==> config.mk <==
export PLATFORM = sky130hd
export DESIGN_NAME = hazard_scoreboard_flat
export DESIGN_NICKNAME = d
export VERILOG_FILES = /design/src/rtl/hazard_scoreboard_if.sv /design/src/rtl/hazard_scoreboard.sv /design/src/flat_wrapper.sv
export SDC_FILE = /design/constraint.sdc
export NUM_CORES = 1
export LEC_CHECK = 0
export CORE_MARGIN = 2
export CORE_UTILIZATION = 50
export CTS_BUF_LIST = sky130_fd_sc_hd__clkbuf_4 sky130_fd_sc_hd__clkbuf_8
export DETAILED_ROUTE_END_ITERATION = 6
export HOLD_SLACK_MARGIN = 0.05
export PLACE_DENSITY = 0.74
export SETUP_SLACK_MARGIN = 0.5
export SLEW_MARGIN = 30
export SYNTH_ARGS = -nofsm -noshare
export SYNTH_HDL_FRONTEND = slang
export SYNTH_SLANG_ARGS = --single-unit
==> constraint.sdc <==
create_clock -name clk -period 9.9 [get_ports clk]
set_clock_uncertainty 0.05 [all_clocks]
set_input_delay 2.97 -clock clk [delete_from_list [all_inputs] [get_ports clk]]
set_output_delay 2.97 -clock clk [all_outputs]
set_load 0.02 [all_outputs]
==> src/rtl/hazard_scoreboard_if.sv <==
// Issue-hazard interface between the decode stage and the hazard scoreboard.
// master: decode/issue side (drives the D-stage instruction and pipeline controls)
// slave : hazard_scoreboard (returns stall/issue, var-lat busy and pending mask)
//
// Handshake: issue_valid_i offers the D instruction every cycle it is present.
// The instruction is consumed on a rising edge exactly when issue_o is 1 in the
// cycle before it; while stall_o is 1 the producer must hold all D fields
// stable. issue_o and stall_o are never both 1, and flush_i drops the offer.
interface hazard_scoreboard_if #(
  parameter int NREG = 32,
  parameter int RW   = 5,
  parameter int LW   = 3
);
  logic            issue_valid_i;
  logic [RW-1:0]   rs_i;
  logic [RW-1:0]   rt_i;
  logic            rs_used_i;
  logic            rt_used_i;
  logic [RW-1:0]   rd_i;
  logic            rd_wen_i;
  logic [LW-1:0]   lat_i;
  logic            varlat_i;
  logic            varlat_done_i;
  logic            ext_stall_i;
  logic            flush_i;
  logic            stall_o;
  logic            issue_o;
  logic            varlat_busy_o;
  logic [NREG-1:0] pend_o;

  modport master (
    output issue_valid_i, rs_i, rt_i, rs_used_i, rt_used_i, rd_i, rd_wen_i,
           lat_i, varlat_i, varlat_done_i, ext_stall_i, flush_i,
    input  stall_o, issue_o, varlat_busy_o, pend_o
  );

  modport slave (
    input  issue_valid_i, rs_i, rt_i, rs_used_i, rt_used_i, rd_i, rd_wen_i,
           lat_i, varlat_i, varlat_done_i, ext_stall_i, flush_i,
    output stall_o, issue_o, varlat_busy_o, pend_o
  );
endinterface

==> src/rtl/hazard_scoreboard.sv <==
// Scoreboard-based issue-hazard unit sitting at the D->E boundary.
// Tracks in-flight destination registers: fixed-latency producers count down
// per register, one variable-latency producer (div/mul) is released by
// varlat_done_i. Gates issue on RAW / WAW / structural hazards, freezes on a
// downstream stall and clears completely on an exception flush.
// Ports:
//   clk, rst : clock (rising edge), asynchronous active-high reset
//   sb       : hazard_scoreboard_if.slave (D instruction in, stall/issue/status out)
module hazard_scoreboard #(
  parameter int NREG    = 32,
  parameter int RW      = 5,
  parameter int MAX_LAT = 7,
  parameter int LW      = 3
) (
  input  logic                clk,
  input  logic                rst,
  hazard_scoreboard_if.slave  sb
);

  logic [NREG-1:0] pend_q, pend_d;
  logic [NREG-1:0] vl_q, vl_d;
  logic [LW-1:0]   cnt_q [NREG];
  logic [LW-1:0]   cnt_d [NREG];
  logic            varlat_busy_q, varlat_busy_d;
  logic [RW-1:0]   vl_rd_q, vl_rd_d;

  logic raw, waw, str, stall, issue;

  // Hazards look only at registered state: a register clearing at the coming
  // edge still stalls this cycle.
  always_comb begin
    raw   = (sb.rs_used_i & pend_q[sb.rs_i]) | (sb.rt_used_i & pend_q[sb.rt_i]);
    // A later write may overtake an in-flight fixed one only if it completes
    // no earlier; a var-lat owner can never be overtaken.
    waw   = sb.rd_wen_i & pend_q[sb.rd_i] &
            (vl_q[sb.rd_i] | (cnt_q[sb.rd_i] > sb.lat_i));
    str   = sb.varlat_i & varlat_busy_q;
    stall = sb.issue_valid_i & (raw | waw | str | sb.ext_stall_i) & ~sb.flush_i;
    issue = sb.issue_valid_i & ~stall & ~sb.ext_stall_i & ~sb.flush_i;
  end

  always_comb begin
    pend_d        = pend_q;
    vl_d          = vl_q;
    cnt_d         = cnt_q;
    varlat_busy_d = varlat_busy_q;
    vl_rd_d       = vl_rd_q;
    if (sb.flush_i) begin
      pend_d        = '0;
      vl_d          = '0;
      varlat_busy_d = 1'b0;
      vl_rd_d       = '0;
      for (int r = 0; r < NREG; r++) cnt_d[r] = '0;
    end else begin
      if (!sb.ext_stall_i) begin
        for (int r = 1; r < NREG; r++) begin
          if (!vl_q[r] && cnt_q[r] != '0) begin
            cnt_d[r] = cnt_q[r] - LW'(1);
            if (cnt_q[r] == LW'(1)) pend_d[r] = 1'b0;
          end
        end
      end
      // Completion of the variable-latency unit is honoured even when frozen.
      if (sb.varlat_done_i && varlat_busy_q) begin
        pend_d[vl_rd_q] = 1'b0;
        vl_d[vl_rd_q]   = 1'b0;
        varlat_busy_d   = 1'b0;
      end
      // New entry is applied last so a set beats a same-cycle clear.
      if (issue) begin
        if (sb.rd_wen_i && sb.rd_i != '0) begin
          pend_d[sb.rd_i] = 1'b1;
          if (sb.varlat_i) begin
            vl_d[sb.rd_i]  = 1'b1;
            cnt_d[sb.rd_i] = '0;
            varlat_busy_d  = 1'b1;
            vl_rd_d        = sb.rd_i;
          end else begin
            vl_d[sb.rd_i]  = 1'b0;
            cnt_d[sb.rd_i] = sb.lat_i;
          end
        end else if (sb.varlat_i) begin
          // No register to release later; point the owner at r0 so a
          // completion cannot clear an unrelated entry.
          varlat_busy_d = 1'b1;
          vl_rd_d       = '0;
        end
      end
    end
    pend_d[0] = 1'b0;
  end

  always_ff @(posedge clk or posedge rst) begin
    if (rst) begin
      pend_q        <= '0;
      vl_q          <= '0;
      varlat_busy_q <= 1'b0;
      vl_rd_q       <= '0;
      for (int r = 0; r < NREG; r++) cnt_q[r] <= '0;
    end else begin
      pend_q        <= pend_d;
      vl_q          <= vl_d;
      varlat_busy_q <= varlat_busy_d;
      vl_rd_q       <= vl_rd_d;
      for (int r = 0; r < NREG; r++) cnt_q[r] <= cnt_d[r];
    end
  end

  always_comb begin
    sb.stall_o       = stall;
    sb.issue_o       = issue;
    sb.varlat_busy_o = varlat_busy_q;
    sb.pend_o        = {pend_q[NREG-1:1], 1'b0};
  end

  // A fixed producer must report a latency in 1..MAX_LAT.
  a_lat_legal: assert property (@(posedge clk) disable iff (rst)
    (issue && sb.rd_wen_i && !sb.varlat_i && sb.rd_i != '0) |->
      (sb.lat_i != '0 && {1'b0, sb.lat_i} <= (LW+1)'(MAX_LAT)));

endmodule

==> src/flat_wrapper.sv <==
// flat-port wrapper written by rule: the top's interface ports become plain ports
module hazard_scoreboard_flat 
#(
  parameter int NREG    = 32,
  parameter int RW      = 5,
  parameter int MAX_LAT = 7,
  parameter int LW      = 3
)
  (clk, rst, sb_issue_valid_i, sb_rs_i, sb_rt_i, sb_rs_used_i, sb_rt_used_i, sb_rd_i, sb_rd_wen_i, sb_lat_i, sb_varlat_i, sb_varlat_done_i, sb_ext_stall_i, sb_flush_i, sb_stall_o, sb_issue_o, sb_varlat_busy_o, sb_pend_o);
  hazard_scoreboard_if #(.NREG(NREG), .RW(RW), .LW(LW)) sb_i ();
  input  logic clk;
  input  logic rst;
  input wire logic [$bits(sb_i.issue_valid_i)-1:0] sb_issue_valid_i;
  input wire logic [$bits(sb_i.rs_i)-1:0] sb_rs_i;
  input wire logic [$bits(sb_i.rt_i)-1:0] sb_rt_i;
  input wire logic [$bits(sb_i.rs_used_i)-1:0] sb_rs_used_i;
  input wire logic [$bits(sb_i.rt_used_i)-1:0] sb_rt_used_i;
  input wire logic [$bits(sb_i.rd_i)-1:0] sb_rd_i;
  input wire logic [$bits(sb_i.rd_wen_i)-1:0] sb_rd_wen_i;
  input wire logic [$bits(sb_i.lat_i)-1:0] sb_lat_i;
  input wire logic [$bits(sb_i.varlat_i)-1:0] sb_varlat_i;
  input wire logic [$bits(sb_i.varlat_done_i)-1:0] sb_varlat_done_i;
  input wire logic [$bits(sb_i.ext_stall_i)-1:0] sb_ext_stall_i;
  input wire logic [$bits(sb_i.flush_i)-1:0] sb_flush_i;
  output wire logic [$bits(sb_i.stall_o)-1:0] sb_stall_o;
  output wire logic [$bits(sb_i.issue_o)-1:0] sb_issue_o;
  output wire logic [$bits(sb_i.varlat_busy_o)-1:0] sb_varlat_busy_o;
  output wire logic [$bits(sb_i.pend_o)-1:0] sb_pend_o;
  assign sb_i.issue_valid_i = sb_issue_valid_i;
  assign sb_i.rs_i = sb_rs_i;
  assign sb_i.rt_i = sb_rt_i;
  assign sb_i.rs_used_i = sb_rs_used_i;
  assign sb_i.rt_used_i = sb_rt_used_i;
  assign sb_i.rd_i = sb_rd_i;
  assign sb_i.rd_wen_i = sb_rd_wen_i;
  assign sb_i.lat_i = sb_lat_i;
  assign sb_i.varlat_i = sb_varlat_i;
  assign sb_i.varlat_done_i = sb_varlat_done_i;
  assign sb_i.ext_stall_i = sb_ext_stall_i;
  assign sb_i.flush_i = sb_flush_i;
  assign sb_stall_o = sb_i.stall_o;
  assign sb_issue_o = sb_i.issue_o;
  assign sb_varlat_busy_o = sb_i.varlat_busy_o;
  assign sb_pend_o = sb_i.pend_o;
  hazard_scoreboard #(.NREG(NREG), .RW(RW), .MAX_LAT(MAX_LAT), .LW(LW)) u_core (.clk(clk), .rst(rst), .sb(sb_i));
endmodule
After elaboration in Yosys (flattened, before gate mapping)
Cells that the tools add are included.
W data, S select, Z words.

operators by class
  $add $sub $neg = 31
  $lt $le $gt $ge = 9
  equality and inequality tests = 31
  mux-type cells = 139
  bitwise logic cells = 28
  reduce and logical (&&, ||, !) cells = 104

operators by type and width
  operator               count
  $mux W96               4
  $mux W32               11
  $mux W93               2
  $mux W3                34
  $and A32 B32 Y32       3
  $and A96 B96 Y96       1
  $bwmux W96             1
  $not A96 Y96           1
  $eq A3 B1 Y1 const B   31
  $reduce_bool A3 Y1     31
  $sub A3 B1 Y3 const B  31
  $mux W1                72
  $not A32 Y32           2
  $or A32 B32 Y32        2
  $mux W31               2
  $logic_and A1 B1 Y1    36
  $logic_not A1 Y1       31
  $mux W5                5
  $lt A5 B6 Y1 const B   4
  $bmux W1 S5            4
  $bmux W3 S5            1
  $demux W3 S5           1
  $and A1 B1 Y1          10
  $demux W1 S5           2
  other kinds (10)       20

word-level totals
  register bits after elaboration = 165
  input bits = 28
  logic and storage cells = 378

Logic depth before layout (Yosys ltp)
Gate-level depths: netlist of run 1.

  depth after elaboration = 18
  mapped depth = 19
  depth with buffers taken out = 13

Least setup slack after synthesis of run 1
Ideal clock, no wire load.

  kind = in2out
  from = input port sb_rd_i[0]
  to = output port sb_stall_o
  arrival = 6.570 ns
  required time = 6.880 ns
  setup slack = 0.310 ns
  stages = 15
  cells stage by stage = buf_2 > buf_2 > buf_2 > buf_1 > mux4_2 > a22oi_1 > nand4_1 > ha_1 > nor2b_1 > o21ai_0 > a32oi_1 > a41oi_1 > or2_2 > clkbuf_1 > a21boi_0

on the way
  cells in the longest elaborated chain, start to end = 12
  elaborated cells between the ends (all ways) = 17
  those cells by class = 1 x order compare; 7 x mux; 9 x bitwise

RTL lines
  item                                         RTL line                 text
  start: declaration                           flat_wrapper.sv:18       input wire logic [$bits(sb_i.rd_i)-1:0] sb_rd_i;
  $not A5 Y6 (implied by the code)             hazard_scoreboard.sv:36  (vl_q[sb.rd_i] | (cnt_q[sb.rd_i] > sb.lat_i));
  $bmux W3 S5                                  hazard_scoreboard.sv:36
  $mux W3 (implied by the code) (2 in series)  hazard_scoreboard.sv:36
  $gt A3 B3 Y1                                 hazard_scoreboard.sv:36
  $or A1 B1 Y1                                 hazard_scoreboard.sv:36
  $and A1 B1 Y1 *                              hazard_scoreboard.sv:35  waw = sb.rd_wen_i & pend_q[sb.rd_i] &
  $or A1 B1 Y1 * (3 in series)                 hazard_scoreboard.sv:38  stall = sb.issue_valid_i & (raw | waw | str | sb.ext_stall_i) & ~sb.flush_i;
  $and A1 B1 Y1 * (2 in series)                hazard_scoreboard.sv:38
  end: declaration                             flat_wrapper.sv:25       output wire logic [$bits(sb_i.stall_o)-1:0] sb_stall_o;

Mark *: on every way between the ends. The rest lies on a longest branch, timed or not. The select of a mux whose other input is x is not followed.

Worst setup path after layout of run 1
  from = input port sb_rd_i[2]
  to = output port sb_stall_o

The elaborated chain is that of the path after synthesis.

==> flow_metrics.tcl, run 1 <==
set metrics [dict create \
    multiInputGateArea_um2 7921 \
    fin_nets 1613 \
    synth_mux_area_share_pct 13.03 \
    place.gp.congestion 1.020 \
    synthCells 1474 \
    drt.antenna.violating_nets 0 \
    gr-total-overflow 0 \
    portBuffers 61 \
    mostFrequentLayoutCell "nand2_1" \
    post_cts.repair.setup_buffers 0 \
    syn_to_final_growth_pct 10.47 \
    cts_tree "built" \
    root_buffer "clkbuf_8" \
    synth.yosys.warnings 0 \
    required_ns 6.88 \
    drt_pre_antenna_iters 6 \
    crit_fanout 28 \
    crit_family "buffers and inverters" \
    synth_flop_cell "dfrtp_1" \
    cts_max_path_buffers 2 \
    drc 0 \
    synth-xor-area-share_pct 2.249 \
    synth_compound_area_share_pct 15.85 \
    ios 63 \
    critPathKind "primary input to output port" \
    first_global_vias 11440 \
    period_share_pct 92.82 \
    critPathSlowestCell "clkdlybuf4s50_1" \
    outcome "finished clean" \
    path_clk_slew_ns 0.09 \
    via_per_inst 6.675 \
    hold_viol_final 0 \
    holdBufCountCts 0 \
    leakagePower_nw 6.099 \
    grt.total_usage_pct 34.60 \
    drt_wl_total_um 45780 \
    whs_endpoint "u_core.vl_q[0]" \
    whs_path_depth 2 \
    start_util_pct 51.04 \
    layout-drive-gt1-share_pct 12.05 \
    async_reset_ff_share_pct 100.0 \
    die_h_um 164.3 \
    min-delay-start "u_core.vl_q[0]" \
    setup_tns_ns 0 \
    die_x_um 164.3 \
    insertion_delay_ns 0.49 \
    worstReg2RegStart "u_core.cnt_q[43]" \
    rows 58 \
    synth_simple_gate_area_share_pct 20.57 \
    ir_worst_vdd_uv 124.1 \
    wl_per_cell_um 24.97 \
    slew_headroom_pct 31.08 \
    seq_area_frac_synth_pct 32.12 \
    final_cells 1833 \
    cts_buffers 17 \
    worstReg2RegEnd "u_core.cnt_q[26]" \
    slew_viol_final 0 \
    cp-start-kind "primary input" \
    syn_area_per_cell_um2 8.720 \
    synth_adder_area_share_pct 9.345 \
    grt_max_degree 98 \
    arrival_ns 6.17 \
    fmax_ghz 0.1088 \
    grt_pass1_wl_um 69510 \
    nFillCells 2194 \
    ys_ff_latch 165 \
    cts_num_sinks 165 \
    mostFrequentLayoutCells "178 x nand2_1, 165 x dfrtp_1, 106 x inv_1" \
    rsz0062_at_grt "false" \
    dieArea_um2 27010 \
    grt_antenna_before_repair 1 \
    period_needed_ns 9.189 \
    crit_path_end_kind "output port" \
    synth_top_family_by_area "simple AND/OR/NAND/NOR gates" \
    regArea_um2 4129 \
    drt_iter0_markers 1501 \
    hpwl_um 31670 \
    worst-path-buf-inv 4 \
    reg2reg_depth 14 \
    core_area_um2 25180 \
    tightest_slew_ns 1.033 \
    num_vias 12240 \
    crit_chain "clkdlybuf4s50_1, buf_6, nor2_1, buf_4, a22oi_1, nand4_1, ha_1, o21ai_0, a32oi_1, a41oi_2, or2_2, a21boi_1, clkdlybuf4s50_1" \
    cp_common_cell "clkdlybuf4s50_1" \
    synthDistinctLibCells 67 \
    cts_htree_levels 4 \
    timing.hold.ws_ns 0.4661 \
    syn_nets 1598 \
    synth_edf_count 0 \
    p_per_area_nw_per_um2 206.2 \
    syn-cell-area_um2 12850 \
    critical_path.max_stage_delay_ns 0.62 \
    r2r_slack_ns 5.24 \
    cap_violations 0 \
    setup_violations 0 \
    hp-class "register to register" \
    placedCellCount 1800 \
]
synthesized netlist by cell type, drive strengths merged (33+ instances only):
master / number / share of area [%]
nand2: 178 / 5.2
dfrtp: 165 / 32
inv: 109 / 3.2
nor2: 102 / 3.0
ha: 96 / 9.3
nand3: 87 / 3.4
o21ai: 81 / 3.2
a21oi: 79 / 3.1
clkbuf: 65 / 1.9
nand4: 60 / 3.0
buf: 38 / 1.7
mux2: 38 / 3.4
mux2i: 38 / 3.0
mux4: 37 / 6.6
xnor2: 33 / 2.2
state kept, by name, indices dropped and copies added, names as in the netlist:
name                     cells
u_core.cnt_q                96
u_core.pend_q               31
u_core.sb.varlat_busy_o      1
u_core.vl_q                 32
u_core.vl_rd_q               5
tightest hold or removal path, stage by stage, from the launching register on:
cell	delay, ns
dfrtp_1	0.38
nand2_1	0.07
a21oi_1	0.04
final cells by class:
type,count,share of cell area [%]
Clock inverter,14,1.154
Tap cell,330,2.908
Multi-Input combinational cell,1097,55.78
Inverter,109,2.934
Sequential cell,165,29.08
Clock buffer,18,1.745
Antenna cell,1,0.01762
Timing Repair Buffer,99,6.379
through the flow:
stage / total power, W / setup WS, ns / instance area, um^2 / utilization, %
2_1_floorplan: 0.002012 / 0.5740 / 12850 / -
3_3_place_gp: 0.002300 / 0.3491 / 13740 / 54.57
3_5_place_dp: 0.002358 / 0.3759 / 13740 / 54.57
4_1_cts: 0.002894 / 0.5734 / 14150 / 56.21
5_1_grt: 0.003146 / 0.5127 / 14200 / 56.39
6_report: 0.002928 / 0.7107 / 14200 / 56.39
kinds of logic (layout without fill, tap and decap cells):
family / count (synthesis) / in the layout
fa+ha+maj: 96 / 96
buf+inv: 212 / 240
xor+xnor: 33 / 33
compound gates: 313 / 313
mux: 113 / 113
other cells: 1 / 2
simple gates: 541 / 541
flops: 165 / 165
metal layers:
layer | routed length, um | share of wire [%] | vias up | global-route usage [%]
met5 | 0 | 0 | - | 0
met4 | 2497 | 5.5 | 0 | 17.94
met3 | 5051 | 11 | 155 | 8.005
met2 | 20090 | 44 | 772 | 52.38
met1 | 18140 | 40 | 5945 | 46.25
li1 | - | - | 5364 | -
timing repair:
| item | in CTS | in global routing |
|---|---|---|
| setup endpoints to repair | 2 | 2 |
| pin swaps | 0 | 0 |
| resized for setup | 3 | 10 |
worst max path at each step:
stage,start,end,slack (ns),cells after the start
finish,sb_rd_i[2],sb_stall_o,0.71,13
global route,sb_rd_i[3],sb_stall_o,0.51,13
CTS,sb_rd_i[1],sb_issue_o,0.57,14
detailed placement,sb_rd_i[4],sb_issue_o,0.38,14
global placement,sb_rd_i[4],sb_issue_o,0.35,14
floorplan,sb_rd_i[0],sb_stall_o,0.57,15
power breakdown:
group / switching [W] / total [W] / internal [W]
sequential: 0.000213 / 0.00104 / 0.000825
combinational: 0.000757 / 0.00135 / 0.000592
clock: 0.000302 / 0.000541 / 0.000239
total: 0.00127 / 0.00293 / 0.00166
No activity file was read; power rests on OpenSTA's default activity.
==> inputs of run 2 (changes only) <==
--- a/config.mk
+++ b/config.mk
@@ -5,14 +5,15 @@
 export SDC_FILE = /design/constraint.sdc
 export NUM_CORES = 1
 export LEC_CHECK = 0
-export CORE_MARGIN = 2
+export CAP_MARGIN = 20
+export CORE_MARGIN = 10
 export CORE_UTILIZATION = 50
 export CTS_BUF_LIST = sky130_fd_sc_hd__clkbuf_4 sky130_fd_sc_hd__clkbuf_8
 export DETAILED_ROUTE_END_ITERATION = 6
 export HOLD_SLACK_MARGIN = 0.05
 export PLACE_DENSITY = 0.74
 export SETUP_SLACK_MARGIN = 0.5
-export SLEW_MARGIN = 30
+export SLEW_MARGIN = 20
 export SYNTH_ARGS = -nofsm -noshare
 export SYNTH_HDL_FRONTEND = slang
 export SYNTH_SLANG_ARGS = --single-unit
==> run 2 against run 1 <==
Effect of this change:
- clock power is 7.2% lower
- global-route usage is 6.7 points lower
- cell count is 0.27% higher
- largest power group unchanged
==> flow_metrics.tcl, run 2 (same netlist as run 1, synthesis figures left out) <==
set metrics [dict create \
    root_buffer "clkbuf_8" \
    start_util_pct 50.90 \
    fin_nets 1620 \
    period_share_pct 94.09 \
    final_core_util_pct 56.29 \
    slew_viol_final 0 \
    rows 58 \
    antennaDiodeCount 0 \
    placed_cell_area_um2 13810 \
    grt_antenna_before_repair 1 \
    rsz0062_at_grt "false" \
    crit_path_start "sb_rd_i[4]" \
    cts_tree "built" \
    drc 0 \
    fmax_ghz 0.1074 \
    required_ns 6.88 \
    worstReg2RegStart "u_core.cnt_q[40]" \
    mostFrequentLayoutCells "178 x nand2_1, 165 x dfrtp_1, 106 x inv_1" \
    drt_pre_antenna_iters 6 \
    placedCellCount 1807 \
    p_per_area_nw_per_um2 202.7 \
    cts_buffers 17 \
    outcome "finished clean" \
    critPathKind "primary input to output port" \
    leakagePower_nw 6.128 \
    syn_to_final_growth_pct 10.60 \
    wl_met1_um 18340 \
    biggestRegsByFlops "u_core.cnt_q: 96 flops, u_core.vl_q: 32 flops, u_core.pend_q: 31 flops" \
    grt_max_degree 70 \
    first_global_vias 11770 \
    dieArea_um2 32520 \
    post_cts.repair.setup_buffers 0 \
    setup_tns_ns 0 \
    hpwl_um 32890 \
    layout-drive-gt1-share_pct 12.27 \
    reg2reg_depth 14 \
    wl_met2_um 19850 \
    drt_iter0_markers 1554 \
    top_register "u_core.cnt_q" \
    final_cells 1838 \
    place.gp.congestion 1.027 \
    grt.total_usage_pct 27.90 \
    period_needed_ns 9.315 \
    tightest_slew_ns 1.092 \
    crit_fanout 20 \
    portBuffers 61 \
    cap_violations 0 \
    die_x_um 180.3 \
    cp-start-kind "primary input" \
    hold_viol_final 0 \
    setup_violations 0 \
    hp-class "register to register" \
    die_h_um 180.3 \
    drt.antenna.violating_nets 0 \
    crit_end "sb_stall_o" \
    worstReg2RegEnd "u_core.cnt_q[86]" \
    gr-total-overflow 0 \
    cts_num_sinks 165 \
    timing.hold.ws_ns 0.4634 \
    via_per_inst 6.693 \
    slew_headroom_pct 27.12 \
    final_area_um2 14220 \
    r2r_slack_ns 5.29 \
    top_layer "met4" \
    cts_max_path_buffers 2 \
    drt_wl_total_um 46810 \
    largest_reg_flops 96 \
    wl_met3_um 5434 \
    arrival_ns 6.30 \
    insertion_delay_ns 0.49 \
    mostFrequentLayoutCell "nand2_1" \
    num_vias 12300 \
    path_clk_slew_ns 0.09 \
    wl_per_cell_um 25.47 \
    cts_htree_levels 4 \
    grt_pass1_wl_um 71010 \
    ios 63 \
    ir_worst_vdd_uv 98.87 \
    core_area_um2 25250 \
    crit_path_end_kind "output port" \
]
run 2: changes by cell type in the layout (fill, tap and decap cells not counted), sizes merged:
cell and change:
bufinv -1, clkinv -1, clkbuf -1, buf +8, dlygate4sd2 +2, inv -3
dlymetal6s2s +1, clkdlybuf4s50 -2, diode -1, clkinvlp +3
run 2: worst min-delay path by stage:
stage | from | end | slack (ns) | cells past startpoint
2_1_floorplan | u_core.cnt_q[93] | u_core.cnt_q[93] | 0.41 | 1
3_3_place_gp | u_core.cnt_q[94] | u_core.cnt_q[94] | 0.43 | 1
3_5_place_dp | u_core.cnt_q[95] | u_core.cnt_q[95] | 0.44 | 1
4_1_cts | u_core.vl_q[0] | u_core.vl_q[0] | 0.46 | 2
5_1_grt | u_core.vl_q[0] | u_core.vl_q[0] | 0.48 | 2
6_report | u_core.vl_q[0] | u_core.vl_q[0] | 0.46 | 2
run 2: report_power, final:
group	switching [W]	total (W)	internal, W
clock network	0.000287	0.000502	0.000214
registers	0.000205	0.00103	0.000825
logic	0.000759	0.00135	0.000590
run 2: timing repair:
action | in CTS | in global routing
hold buffers | 0 | 0
endpoints found under the setup margin | 2 | 1
resized for setup | 6 | 3
cloned | 0 | 0
run 2: critical path, cell delays in order:
cell,delay (ns)
clkdlybuf4s50_1,0.41
buf_4,0.21
nand2b_1,0.19
nor2_1,0.10
buf_4,0.19
a22oi_1,0.35
nand4_1,0.17
ha_1,0.31
o21ai_0,0.07
a32oi_1,0.23
a41oi_1,0.11
or2_2,0.33
a21boi_1,0.25
dlygate4sd2_1,0.39
run 2: area by class of cell:
cell class	count	area, um^2
fillers	2263	11040
multi-input cells	1097	7918
flip-flops and latches	165	4129
repair buffers	106	960.9
inverters	109	414.1
well taps	330	412.9
clock buffers	19	261.5
clock inverters	12	120.1
run 2: stage by stage:
| step | worst slack [ns] | power (W) |
|---|---|---|
| floorplan | 0.5740 | 0.002012 |
| global placement | 0.2661 | 0.002295 |
| detailed placement | 0.2378 | 0.002351 |
| CTS | 0.5030 | 0.002857 |
| global route | 0.5330 | 0.003120 |
| finish | 0.5849 | 0.002881 |
run 2: metal layers:
metal | track usage (%) | up-vias
met5 | 0 | -
met4 | 17.98 | 0
met3 | 8.293 | 190
met2 | 40.61 | 784
met1 | 35.36 | 5949
li1 | - | 5378
==> inputs of run 3 (changes only) <==
--- a/config.mk
+++ b/config.mk
@@ -8,7 +8,6 @@
 export CAP_MARGIN = 20
 export CORE_MARGIN = 10
 export CORE_UTILIZATION = 50
-export CTS_BUF_LIST = sky130_fd_sc_hd__clkbuf_4 sky130_fd_sc_hd__clkbuf_8
 export DETAILED_ROUTE_END_ITERATION = 6
 export HOLD_SLACK_MARGIN = 0.05
 export PLACE_DENSITY = 0.74
==> run 3 against run 2 <==
Effect of this change:
- sequential share of layout area is 0.39 points lower
- sequential power hardly changed
- setup slack better by 0.038 ns
- critical endpoint unchanged
- global-route usage is 0.073 points higher
- die area stayed put
- via count is 0.15% higher
==> flow_metrics.tcl, run 3 (same netlist as run 1, synthesis figures left out) <==
set metrics [dict create \
    p_per_area_nw_per_um2 211.6 \
    grt_pass1_wl_um 71510 \
    worst_slack_ns 0.6233 \
    top_layer "met5" \
    biggestRegsByFlops "u_core.cnt_q: 96 flops, u_core.vl_q: 32 flops, u_core.pend_q: 31 flops" \
    post_cts.repair.setup_buffers 0 \
    dieArea_um2 32520 \
    largest_reg_flops 96 \
    crit_chain "clkdlybuf4s50_1, buf_4, nand2b_1, nor2_1, buf_4, a22oi_1, nand4_1, ha_1, o21ai_0, a32oi_1, a41oi_1, or2_2, a21boi_1, dlygate4sd2_1" \
    grt.total_usage_pct 27.97 \
    crit_path_end_kind "output port" \
    leakagePower_nw 6.215 \
    mostFrequentLayoutCell "nand2_1" \
    hpwl_um 32890 \
    wl_met2_um 20230 \
    num_vias 12320 \
    final_area_um2 14410 \
    via_per_inst 6.699 \
    drt_pre_antenna_iters 5 \
    outcome "finished clean" \
    setup_violations 0 \
    top_register "u_core.cnt_q" \
    grt_max_degree 70 \
    core_area_um2 25250 \
    setup_tns_ns 0 \
    cts_max_path_buffers 2 \
    pre_cts_slack_ns 0.2378 \
    cts_htree_levels 4 \
    cp_common_cell "buf_4" \
    die_h_um 180.3 \
    ir_worst_vdd_uv 99.03 \
    slew_viol_final 0 \
    die_x_um 180.3 \
    root_buffer "clkbuf_16" \
    cts_num_sinks 165 \
    fin_nets 1620 \
    critical_path.max_stage_delay_ns 0.40 \
    grt_antenna_before_repair 3 \
    cts_buffers 17 \
    critPathKind "primary input to output port" \
    insertion_delay_ns 0.44 \
    drc 0 \
    placed_cell_area_um2 13810 \
    drt_wl_total_um 46790 \
    nFillCells 2243 \
    wl_met3_um 5289 \
    crit_fanout 20 \
    ios 63 \
    syn_to_final_growth_pct 12.11 \
    place.gp.congestion 1.027 \
    portBuffers 61 \
    period_needed_ns 9.277 \
    cp-start-kind "primary input" \
    rsz0062_at_grt "false" \
    first_global_vias 11740 \
    required_ns 6.88 \
    wl_met1_um 18430 \
    tightest_slew_ns 1.104 \
    hp-class "register to register" \
    arrival_ns 6.26 \
    start_util_pct 50.90 \
    layout-drive-gt1-share_pct 12.27 \
    period_share_pct 93.70 \
    hold_viol_final 0 \
    gr-total-overflow 0 \
    slew_headroom_pct 26.14 \
    critPathSlowestCell "clkdlybuf4s50_1" \
    cts_tree "built" \
    drt.antenna.violating_nets 0 \
    fmax_ghz 0.1078 \
    holdBufCountCts 0 \
    wl_per_cell_um 25.44 \
    cap_violations 0 \
    rows 58 \
    path_clk_slew_ns 0.06 \
    mostFrequentLayoutCells "178 x nand2_1, 165 x dfrtp_1, 106 x inv_1" \
    drt_iter0_markers 1547 \
]
run 3: cell types whose count changed in the layout (fill, tap and decap cells not counted), sizes merged:
cell	delta
diode	+1
run 3: area by class of cell:
type,count,area (um^2),share of cell area [%]
multi-input cells,1097,7918,54.94
repair buffers,106,960.9,6.668
well taps,330,412.9,2.865
clock buffers,19,452.9,3.143
diodes,1,2.502,0.01737
inverters,109,414.1,2.874
clock inverters,12,120.1,0.8335
flip-flops and latches,165,4129,28.65
run 3: stage by stage:
stage / total power, W / hold WS [ns] / utilization [%] / cells
detailed placement: 0.002351 / 0.4398 / 54.69 / 1807
finish: 0.003049 / 0.4617 / 57.06 / 1839
global placement: 0.002295 / 0.4294 / 54.62 / 1806
global route: 0.003291 / 0.4732 / 57.06 / 1839
floorplan: 0.002012 / 0.4095 / - / 1474
CTS: 0.003028 / 0.4583 / 56.99 / 1838
run 3: worst max-delay path, delay by kind of cell:
family | cells | cell delay, ns
buffers and inverters | 4 | 1.18
AOI/OAI and AO/OA | 5 | 0.98
and+or+nand+nor | 4 | 0.79
adders and majority gates | 1 | 0.31
run 3: where the power goes:
| part | internal, W | switching (W) | leakage, nW |
|---|---|---|---|
| Clock | 0.000362 | 0.000305 | 0.265 |
| Sequential | 0.000826 | 0.000204 | 2.28 |
| Combinational | 0.000591 | 0.000761 | 3.67 |
run 3: routing by layer:
layer  vias up  global-route usage [%]
met5         -                       0
met4         2                   15.98
met3       169                   6.948
met2       796                   41.73
met1      5950                   36.21
li1       5403                       -
run 3: worst paths after layout:
check / start / endpoint / slack, ns / depth (start not counted)
setup / recovery: sb_rd_i[4] / sb_stall_o / 0.62 / 14
hold / removal: u_core.vl_q[0] / u_core.vl_q[0] / 0.46 / 2
setup reg to reg: u_core.cnt_q[40] / u_core.cnt_q[86] / 5.35 / 14
hold reg to reg: u_core.vl_q[0] / u_core.vl_q[0] / 0.46 / 2
max in group asynchronous: rst / u_core.vl_q[10] / 5.73 / 3
min in group asynchronous: rst / u_core.cnt_q[78] / 2.83 / 2
run 3: what timing repair did:
item,4_1_cts,5_1_grt
setup endpoints to repair,2,1
gates cloned,0,0
resized for setup,6,3
